$ cat config.mk
export PLATFORM = sky130hd
export DESIGN_NAME = multiplier_core
export DESIGN_NICKNAME = d
export VERILOG_FILES = /design/src/rtl/multiplier_core.sv
export SDC_FILE = /design/constraint.sdc
export NUM_CORES = 1
export LEC_CHECK = 0
export ABC_CLOCK_PERIOD_IN_PS = 19350
export CAP_MARGIN = 20
export CORE_MARGIN = 3
export CORE_UTILIZATION = 45
export DETAILED_ROUTE_END_ITERATION = 10
export GPL_TIMING_DRIVEN = 0
export PLACE_DENSITY = 0.67
export SLEW_MARGIN = 20
export SYNTH_ARGS = -nofsm -noshare
export SYNTH_HDL_FRONTEND = slang
export SYNTH_SLANG_ARGS = --single-unit
$ cat constraint.sdc
create_clock -name clk -period 19.35 [get_ports clk]
set_clock_uncertainty 0.1 [all_clocks]
set_input_delay 3.87 -clock clk [delete_from_list [all_inputs] [get_ports clk]]
set_output_delay 3.87 -clock clk [all_outputs]
set_load 0.05 [all_outputs]
$ cat src/rtl/multiplier_core.sv
// Sequential unsigned shift-add multiplier producing one partial product per clock.
// Optional build macro MULT_EARLY_TERM_EN ends EXEC as soon as no multiplier bits remain.
module multiplier_core #(
    parameter int WIDTH = 64
) (
    input  logic                 clk,
    input  logic                 reset,
    input  logic                 opstart,
    input  logic                 opclear,
    input  logic [WIDTH-1:0]     multiplicand,
    input  logic [WIDTH-1:0]     multiplier,
    output logic [2*WIDTH-1:0]   result,
    output logic                 opdone,
    output logic                 busy
);

    localparam int CW = $clog2(WIDTH + 1);

    typedef enum logic [1:0] {
        IDLE = 2'd0,
        EXEC = 2'd1,
        DONE = 2'd2
    } state_t;

    state_t               state;
    logic [2*WIDTH-1:0]   mcand_r;
    logic [WIDTH-1:0]     mplr_r;
    logic [WIDTH-1:0]     mplr_next;
    logic [CW-1:0]        count;
    logic                 last_step;

    assign mplr_next = mplr_r >> 1;

    // The count bound always applies; early termination additionally stops once the
    // shifted multiplier has no set bits left, since further steps would add nothing.
`ifdef MULT_EARLY_TERM_EN
    assign last_step = (count == CW'(WIDTH - 1)) || (mplr_next == '0);
`else
    assign last_step = (count == CW'(WIDTH - 1));
`endif

    always_ff @(posedge clk or posedge reset) begin
        if (reset) begin
            state   <= IDLE;
            mcand_r <= '0;
            mplr_r  <= '0;
            count   <= '0;
            result  <= '0;
            opdone  <= 1'b0;
            busy    <= 1'b0;
        end else if (opclear) begin
            state  <= IDLE;
            count  <= '0;
            result <= '0;
            opdone <= 1'b0;
            busy   <= 1'b0;
        end else begin
            case (state)
                IDLE: begin
                    if (opstart) begin
                        mcand_r <= {{WIDTH{1'b0}}, multiplicand};
                        mplr_r  <= multiplier;
                        result  <= '0;
                        count   <= '0;
                        busy    <= 1'b1;
                        state   <= EXEC;
                    end
                end
                EXEC: begin
                    if (mplr_r[0]) begin
                        result <= result + mcand_r;
                    end
                    mcand_r <= mcand_r << 1;
                    mplr_r  <= mplr_next;
                    count   <= count + CW'(1);
                    if (last_step) begin
                        busy   <= 1'b0;
                        opdone <= 1'b1;
                        state  <= DONE;
                    end
                end
                DONE: begin
                    state <= DONE;
                end
                default: begin
                    state  <= IDLE;
                    busy   <= 1'b0;
                    opdone <= 1'b0;
                end
            endcase
        end
    end

endmodule
==> impl_results.md, run 1 <==
- Post-Syn Nets: 2,730
- Hold path cells: 2
- Max Root-Sink Buffers: 3
- Lkg Pwr: 10.8 nW
- Critical-path top delay cell: clkbuf_1
- # DRC: 0
- Startpoint Class: primary input
- Area of the core: 46,700 sq um
- Pint: 1.61 mW
- H-tree depth: 2
- DRT Pass-1 Iters: 5
- Sw Ratio: 39.0%
- Post-synth EDFFs: 0
- IO Port Bufs: 261
- Reg area: 8280 sq um
- Most frequent cells in the layout: 417 x nand2_1, 333 x o21ai_0, 331 x dfrtp_1, 261 x clkdlybuf4s50_1, 210 x a21oi_1
- Detailed-route wire length: 66.7 mm
- Die extent in y: 224 um
- R2r setup slk: 14.85 ns
- Crit path top cell by count: clkbuf_1
- Multi-input logic area: 12,300 sq um
- Mapped Cells: 2,466
- Met1 Use GR: 34.7%
- Initial Utilization: 45.7%
- Power Density: 102 nW/um^2
- Fill cells: 4,398
- Reg-to-reg endpoint: result[127]
- Die W: 224 um
- Max frequency: 140 MHz
- Clock buffer count from CTS: 39
- Layer with the highest usage: met2
- Hold WC Path Type: reg -> reg
- Fin nets: 3,035
- Hold buffer count at CTS: 0
- Max Cap Viol: 0
- Clk pwr share: 27.5%
- Met3 Use GR: 5.03%
- Largest net degree at the start of global routing: 102
- Post-CTS Resized: 0
- I/O pin cnt: 262
- Slowest cell delay on critical path: 0.63 ns
- Mapped cell area: 21,300 sq um
- Setup violations, final: 0
- Switching power: 1.03 mW
- Max-slew headroom: 38.3%
- Syn-to-layout area delta: 22.0%
- Via Count: 19,700
- Critical path arrival: 7.43 ns
- CTS root buf: clkbuf_16
- CP cell instances: clkdlybuf4s50_1 > nand2b_1 > o21ai_1 > or2_2 > clkbuf_1 > clkbuf_1 > clkbuf_2 > clkbuf_1 > o21ai_0
- Post-Syn Area per Cell: 8.64 sq um
- Sequential share of the synthesized area: 38.9%
- Async SR Flop Fraction: 100%
- Crit Reg-Reg Startpoint: result[18]
- Grt met2 use: 43.5%
- Hold_sp: mplr_r[2]
- Total GRT Usage: 26.1%
- Pins Over Slew Limit: 0
- Part of the power in combinational logic: 36.4%
- Hold endpoint: mplr_r[2]
- # diodes: 0
- Initial antenna violation count: 0
- Clock transition at path regs: 0.06 ns
- Worst skew pair latency: 0.56 ns
- Synthesized flop and latch total: 331
- Status: complete, no violations
- Final ANT Viol Nets: 0
- Share of cells above drive strength 1: 3.65%
- Core Util, Final: 55.7%
- Crit Path Max Fanout: 10
- Post-DP HPWL: 51.9 mm
- Gr ovfl total: 0
- Kind of critical path: in -> reg
- Vias/cell: 5.81
- Netlist cell types: 81
- CTS tree: done
- Dominant synthesized flop cell: dfrtp_1
- Yosys Warn Count: 0
- Seq pwr share: 36.1%
- Post-route minimum period: 7.13 ns
- GPL Wtd Cong: 0.948
- Post-CTS setup buffers: 0
- Most common cell after layout, fill and taps aside: nand2_1
- Peak VDD IR: 0.0800 mV
- Clock sink total: 331
- DR WL/cell: 19.6 um
- Setup crit end kind: flip-flop
- Vias in the first global route: 19,600
- RSZ-0062 raised after global routing: false
- DR iter-0 viols: 1,420
- Crit path required time: 19.65 ns
- Core Rows: 79
- Period Utilization, post-route: 36.8%
- Final hold viol count: 0
- Die Area: 50,000 sq um
- Min Hold Slack: 0.378 ns
- R2r worst-path depth: 14
- Global-route wire length before repair: 106 mm
- Slew @ Worst Pin: 0.925 ns
- Final TNS setup: 0 ns
[flip-flops by register name (all words and copies together), names as in the netlist]
name,flops
count,7
opdone,1
mplr_r,64
state,2
busy,1
result,128
mcand_r,128
[critical path, delay by kind of cell]
kind                   cells  cell delay, ns
buffers and inverters      5            2.49
AND/OR/NAND/NOR            2            0.48
AO/OA/AOI/OAI              2            0.56
[worst max-delay path by stage]
stage,start,to,slack [ns]
2_1_floorplan,reset,busy,6.21
3_3_place_gp,reset,mplr_r[31],1.99
3_5_place_dp,opstart,mcand_r[33],11.60
4_1_cts,opstart,mcand_r[33],12.20
5_1_grt,opstart,mcand_r[36],11.98
6_report,opstart,mcand_r[31],12.22
[through the flow]
stage	setup WS, ns	power (mW)	instance area (sq um)	cells
6_report	12.22	2.64	26000	3401
5_1_grt	11.98	2.81	26000	3401
4_1_cts	12.20	2.66	26000	3401
3_5_place_dp	11.60	1.92	24800	3337
3_3_place_gp	1.99	1.89	24700	3334
2_1_floorplan	6.21	1.62	21300	2466
[cell usage after synthesis, types with 15 or more instances]
| library cell | count | area [sq um] |
|---|---|---|
| inv_1 | 44 | 165 |
| dfrtp_1 | 331 | 8280 |
| xnor2_1 | 73 | 639 |
| o31ai_1 | 17 | 128 |
| o21ai_0 | 333 | 1670 |
| a21o_1 | 30 | 225 |
| o21a_1 | 16 | 120 |
| nand2_1 | 417 | 1570 |
| clkbuf_1 | 131 | 492 |
| xor2_1 | 51 | 447 |
| a22o_1 | 69 | 604 |
| o21ai_1 | 43 | 215 |
| nor3_1 | 25 | 125 |
| nand2b_1 | 15 | 93.8 |
| nand3_1 | 24 | 120 |
| ha_1 | 131 | 1640 |
| mux2i_1 | 128 | 1280 |
| nor2_1 | 110 | 413 |
| nand4_1 | 56 | 350 |
| o21bai_1 | 26 | 195 |
| a21oi_1 | 210 | 1050 |
[power groups by stage]
stage | logic [mW] | registers, mW | clock network, mW
global route | 1.07 | 0.971 | 0.770
finish | 0.964 | 0.954 | 0.727
CTS | 0.963 | 0.954 | 0.744
global placement | 0.935 | 0.960 | 0
floorplan | 0.659 | 0.959 | 0
detailed placement | 0.958 | 0.965 | 0
[per-layer routing]
layer  vias to the layer above  routed length [um]
met5                         -                   0
met4                         0                1750
met3                        94                3770
met2                       566               31400
met1                      9571               29700
li1                       9518                   -
[cell type report]
type,count,share of cell area (%)
multi-input combinational,1946,47.2
sequential,331,31.9
timing repair buffer,264,10.4
clock buffer,56,4.36
tap,607,2.92
buffer,145,2.23
inverter,44,0.664
clock inverter,8,0.375
[kinds of logic (layout without fill, tap and decap cells)]
family,Yosys count,after routing,share of synthesized area [%]
compound gates,840,840,23.7
simple gates,721,721,14.9
flops,331,331,38.9
buf+inv,189,517,3.49
fa+ha+maj,132,132,7.79
mux,129,129,6.07
xor+xnor,124,124,5.10
Note: power is estimated with default switching activity, not from simulation.
==> run 2, diff against run 1 <==
- ABC_CLOCK_PERIOD_IN_PS: 19350 -> 6500
- PLACE_DENSITY: 0.67 -> 0.69
- clock period: 19.35 -> 6.5 ns (I/O delays scaled with it)
==> impl_results.md, run 2 (synthesized netlist as in run 1, its figures left out) <==
- Gr ovfl total: 0
- Regs by FF count: mcand_r x128, result x128, mplr_r x64
- Detailed-route wire length: 66.6 mm
- DR WL/cell: 19.5 um
- Largest net degree at the start of global routing: 35
- Final ANT Viol Nets: 0
- Crit Reg-Reg Startpoint: result[18]
- Initial Utilization: 45.7%
- Part of the power in combinational logic: 36.0%
- CP startpoint: opstart
- Setup violations, final: 0
- Global-route wire length before repair: 106 mm
- Via Count: 19,900
- Area of the core: 46,700 sq um
- IO Port Bufs: 261
- Critical-path top delay cell: clkbuf_1
- Setup crit end kind: flip-flop
- H-tree depth: 2
- Power Density: 304 nW/um^2
- Pint: 4.88 mW
- Share of cells above drive strength 1: 4.20%
- Lkg Pwr: 10.9 nW
- DR iter-0 viols: 1,313
- Worst skew pair latency: 0.58 ns
- Startpoint Class: primary input
- Most frequent cells in the layout: 417 x nand2_1, 333 x o21ai_0, 331 x dfrtp_1, 261 x clkdlybuf4s50_1, 210 x a21oi_1
- I/O pin cnt: 262
- R2r setup slk: 2.04 ns
- R2r worst-path depth: 14
- Critical path arrival: 4.87 ns
- Post-CTS Resized: 0
- Pins Over Slew Limit: 0
- Max frequency: 219 MHz
- Post-DP HPWL: 52.5 mm
- Hold endpoint: mplr_r[37]
- Crit Path Max Fanout: 10
- Core Util, Final: 56.2%
- Syn-to-layout area delta: 23.2%
- CP Buf/Inv Count: 6
- Slew @ Worst Pin: 0.999 ns
- Vias/cell: 5.84
- Max Root-Sink Buffers: 3
- Die W: 224 um
- Die extent in y: 224 um
- # DRC: 0
- Kind of critical path: in -> reg
- Clock buffer count from CTS: 40
- Slowest cell delay on critical path: 0.61 ns
- Post-CTS setup buffers: 0
- Post-route minimum period: 4.57 ns
- Die Area: 50,000 sq um
- RSZ-0062 raised after global routing: false
- Initial antenna violation count: 1
- Max Cap Viol: 0
- Hold_sp: mplr_r[37]
- Vias in the first global route: 19,800
- CP cell instances: clkdlybuf4s50_1 > nand2b_1 > o21ai_1 > or2_2 > clkbuf_1 > clkbuf_1 > clkbuf_1 > buf_6 > clkbuf_1 > o21ai_0
- DRT Pass-1 Iters: 5
- Core Rows: 79
- Total GRT Usage: 26.0%
- Seq pwr share: 35.6%
- Peak VDD IR: 0.264 mV
- Placed cell area: 24,900 sq um
- Clock sink total: 331
- Clk pwr share: 28.4%
- Final TNS setup: 0 ns
- Fin nets: 3,045
- Final hold viol count: 0
- Period Utilization, post-route: 70.2%
- Sw Ratio: 38.9%
- Hold path cells: 2
- Max-slew headroom: 33.4%
- Fill cells: 4,302
- Hold WC Path Type: reg -> reg
- CTS tree: done
- Crit path top cell by count: clkbuf_1
- Clock transition at path regs: 0.06 ns
- Kind of cell adding the most delay to the critical path: buffers and inverters
- GPL Wtd Cong: 0.978
- Status: complete, no violations
- Switching power: 3.11 mW
- Crit path required time: 6.81 ns
- Reg-to-reg endpoint: result[127]
- Hold buffer count at CTS: 0
- Finished Cell Area: 26,200 sq um
- Most common cell after layout, fill and taps aside: nand2_1
- CTS root buf: clkbuf_16
-- run 2: cell types whose count changed in the layout (fill, tap and decap cells not counted), sizes merged --
| cell | delta |
|---|---|
| diode | +1 |
| inv | +3 |
| clkbuf | -2 |
| clkinvlp | +2 |
| buf | +9 |
| bufinv | +1 |
-- run 2: final cells by class --
type                    instances  area, sq um  area share [%]
multi-input cells            1946        12300            46.8
flip-flops and latches        331         8280            31.6
repair buffers                273         2840            10.8
clock buffers                  54         1130            4.32
well taps                     607          759            2.89
plain buffers                 145          579            2.21
clock inverters                14          191           0.730
inverters                      44          169           0.644
diodes                          1         2.50         0.00954
-- run 2: stage by stage --
stage	hold slack [ns]	instances	setup slack, ns	total power [mW]
detailed placement	0.371	3346	1.31	5.74
floorplan	0.350	2466	0.679	4.82
global placement	0.361	3334	-1.70	5.62
CTS	0.383	3414	1.90	8.03
global route	0.396	3415	1.67	8.52
finish	0.380	3415	1.93	7.99
-- run 2: worst max path at each step --
stage	endpoint	cells past startpoint	slack, ns
after floorplan	busy	1	0.68
after global placement	mplr_r[17]	2	-1.70
after detailed placement	mcand_r[32]	10	1.31
after CTS	mcand_r[35]	10	1.90
after global routing	mcand_r[35]	10	1.67
final	mcand_r[32]	10	1.93
-- run 2: power groups by stage --
| stage | Sequential (mW) | Clock (mW) | Combinational [mW] |
|---|---|---|---|
| after CTS | 2.84 | 2.31 | 2.88 |
| final | 2.84 | 2.27 | 2.88 |
| after global placement | 2.86 | 0 | 2.77 |
| after floorplan | 2.85 | 0 | 1.96 |
| after global routing | 2.90 | 2.40 | 3.22 |
| after detailed placement | 2.87 | 0 | 2.86 |
-- run 2: routing by layer --
metal	vias to the layer above	GRT usage (%)	wire (um)	share of wire [%]
met4	0	10.0	2570	3.9
li1	9542	-	-	-
met3	148	4.51	4140	6.2
met1	9617	34.5	28800	43
met5	-	0	0	0
met2	628	42.9	31100	47
-- run 2: worst min-delay path, stage by stage, from the launching register on --
cell,delay (ns)
dfrtp_1,0.34
nand2_1,0.04
o21ai_0,0.06
==> run 3, diff against run 2 <==
- ABC_CLOCK_PERIOD_IN_PS: 6500 -> 4700
- PLACE_DENSITY: 0.69 -> 0.67
- clock period: 6.5 -> 4.7 ns (I/O delays scaled with it)
==> impl_results.md, run 3 (synthesized netlist as in run 1, its figures left out) <==
- Post-DP HPWL: 52.6 mm
- Syn-to-layout area delta: 22.9%
- Max Cap Viol: 0
- DRT Pass-1 Iters: 5
- Crit path required time: 5.03 ns
- Switching power: 4.29 mW
- GPL Wtd Cong: 0.961
- Largest net degree at the start of global routing: 35
- Vias in the first global route: 19,500
- Setup violations, final: 0
- Initial Utilization: 45.7%
- Max frequency: 230 MHz
- Max Root-Sink Buffers: 3
- Lkg Pwr: 10.9 nW
- DR iter-0 viols: 1,266
- Min Hold Slack: 0.378 ns
- Power Density: 418 nW/um^2
- Crit Path Max Fanout: 8
- Post-route minimum period: 4.34 ns
- Final hold viol count: 0
- Final Worst Setup Slack: 0.356 ns
- Part of the power in combinational logic: 36.4%
- CP cell instances: ha_1 > clkbuf_1 > nand4_1 > nor4_1 > o211ai_1 > nand2_1 > a21oi_1 > nand3_1 > a41oi_1 > o31ai_2 > nor3b_1 > a31oi_1 > xnor2_1 > o21ai_1
- Share of cells above drive strength 1: 4.24%
- Sw Ratio: 39.2%
- Hold WC Path Type: reg -> reg
- Pins Over Slew Limit: 0
- Dpl ws: -0.465 ns
- Setup crit end kind: flip-flop
- Placed cell area: 24,900 sq um
- Most common cell after layout, fill and taps aside: nand2_1
- # DRC: 0
- Most frequent cells in the layout: 417 x nand2_1, 333 x o21ai_0, 331 x dfrtp_1, 261 x clkdlybuf4s50_1, 210 x a21oi_1
- Initial antenna violation count: 0
- Worst skew pair latency: 0.57 ns
- Hold buffer count at CTS: 0
- Startpoint Class: flip-flop
- Max-slew headroom: 37.2%
- Kind of critical path: reg -> reg
- Clock sink total: 331
- Slew @ Worst Pin: 0.942 ns
- Slowest cell delay on critical path: 0.54 ns
- Regs by FF count: mcand_r x128, result x128, mplr_r x64
- CP Buf/Inv Count: 1
- CTS tree: done
- Global-route wire length before repair: 107 mm
- # diodes: 0
- Vias/cell: 5.79
- CTS root buf: clkbuf_16
- Period Utilization, post-route: 92.4%
- Critical path arrival: 4.67 ns
- Kind of cell adding the most delay to the critical path: compound AO/OA/AOI/OAI gates
- Gr ovfl total: 0
- Critical-path top delay cell: o31ai_2
- Fin nets: 3,043
- Via Count: 19,800
- Area of the core: 46,700 sq um
- Core Rows: 79
- IO Port Bufs: 261
- Detailed-route wire length: 66.9 mm
- Die W: 224 um
- Overall power: 10.9 mW
- Clock buffer count from CTS: 39
- Finished Cell Area: 26,200 sq um
- Status: complete, no violations
- Peak VDD IR: 0.400 mV
- DR WL/cell: 19.6 um
- Seq pwr share: 35.9%
- I/O pin cnt: 262
- Die Area: 50,000 sq um
- Pint: 6.66 mW
- Clk pwr share: 27.7%
- H-tree depth: 2
- Final ANT Viol Nets: 0
- Clock transition at path regs: 0.06 ns
- Total GRT Usage: 26.3%
- Die extent in y: 224 um
- RSZ-0062 raised after global routing: false
[run 3: cell count changes in the layout (fill, tap and decap cells not counted), sizes merged]
cell,previous run,this run
clkinv,6,11
clkinvlp,2,1
diode,1,0
inv,47,45
bufinv,3,2
buf,26,25
[run 3: worst reg2reg max path, delay by kind of cell, from the launching register on]
| kind | cells | cell delay, ns |
|---|---|---|
| AO/OA/AOI/OAI | 6 | 1.51 |
| adder cells (fa/ha/maj) | 1 | 0.28 |
| flip-flops | 1 | 0.41 |
| buffers and inverters | 1 | 0.28 |
| XOR/XNOR | 1 | 0.19 |
| AND/OR/NAND/NOR | 5 | 1.43 |
[run 3: repair_timing]
action / CTS / global route
hold endpoints to repair: 0 / 0
setup endpoints to repair: 0 / 11
buffers inserted: 0 / 0
resized for setup: 0 / 4
[run 3: per-stage QoR]
step / setup TNS (ns) / cells / util, %
floorplan: -251.78 / 2466 / -
global placement: -1035.55 / 3334 / 52.9
detailed placement: -15.86 / 3345 / 53.4
CTS: 0 / 3414 / 56.1
global route: 0 / 3414 / 56.1
finish: 0 / 3414 / 56.1
[run 3: area by class of cell]
type | count | area [sq um]
Clock buffer | 54 | 1120
Multi-Input combinational cell | 1946 | 12300
Fill cell | 4432 | 20500
Inverter | 44 | 169
Sequential cell | 331 | 8280
Buffer | 145 | 581
Clock inverter | 15 | 150
Timing Repair Buffer | 272 | 2830
Tap cell | 607 | 759
[run 3: per-layer routing]
layer	global-route usage, %	routed length (um)	vias up
li1	-	-	9525
met1	35.5	29800	9566
met2	43.6	31400	540
met3	4.49	3800	121
met4	7.92	1920	0
met5	0	0	-
[run 3: path summary, 6_finish.rpt]
kind | start | end | slack [ns] | cells after the start
min | mplr_r[8] | mplr_r[8] | 0.38 | 2
max in group asynchronous | reset | mplr_r[30] | 2.78 | 6
min in group asynchronous | reset | mcand_r[118] | 0.57 | 2
max | result[18] | result[127] | 0.36 | 14
min reg2reg | mplr_r[8] | mplr_r[8] | 0.38 | 2
max reg2reg | result[18] | result[127] | 0.36 | 14
[run 3: power groups by stage]
stage          logic, mW  clock network [mW]  registers (mW)
2_1_floorplan       2.71                   0            3.95
3_3_place_gp        3.83                   0            3.96
3_5_place_dp        3.97                   0            3.97
4_1_cts             3.99                3.11            3.93
5_1_grt             4.46                3.22            4.01
6_report            3.99                3.03            3.93
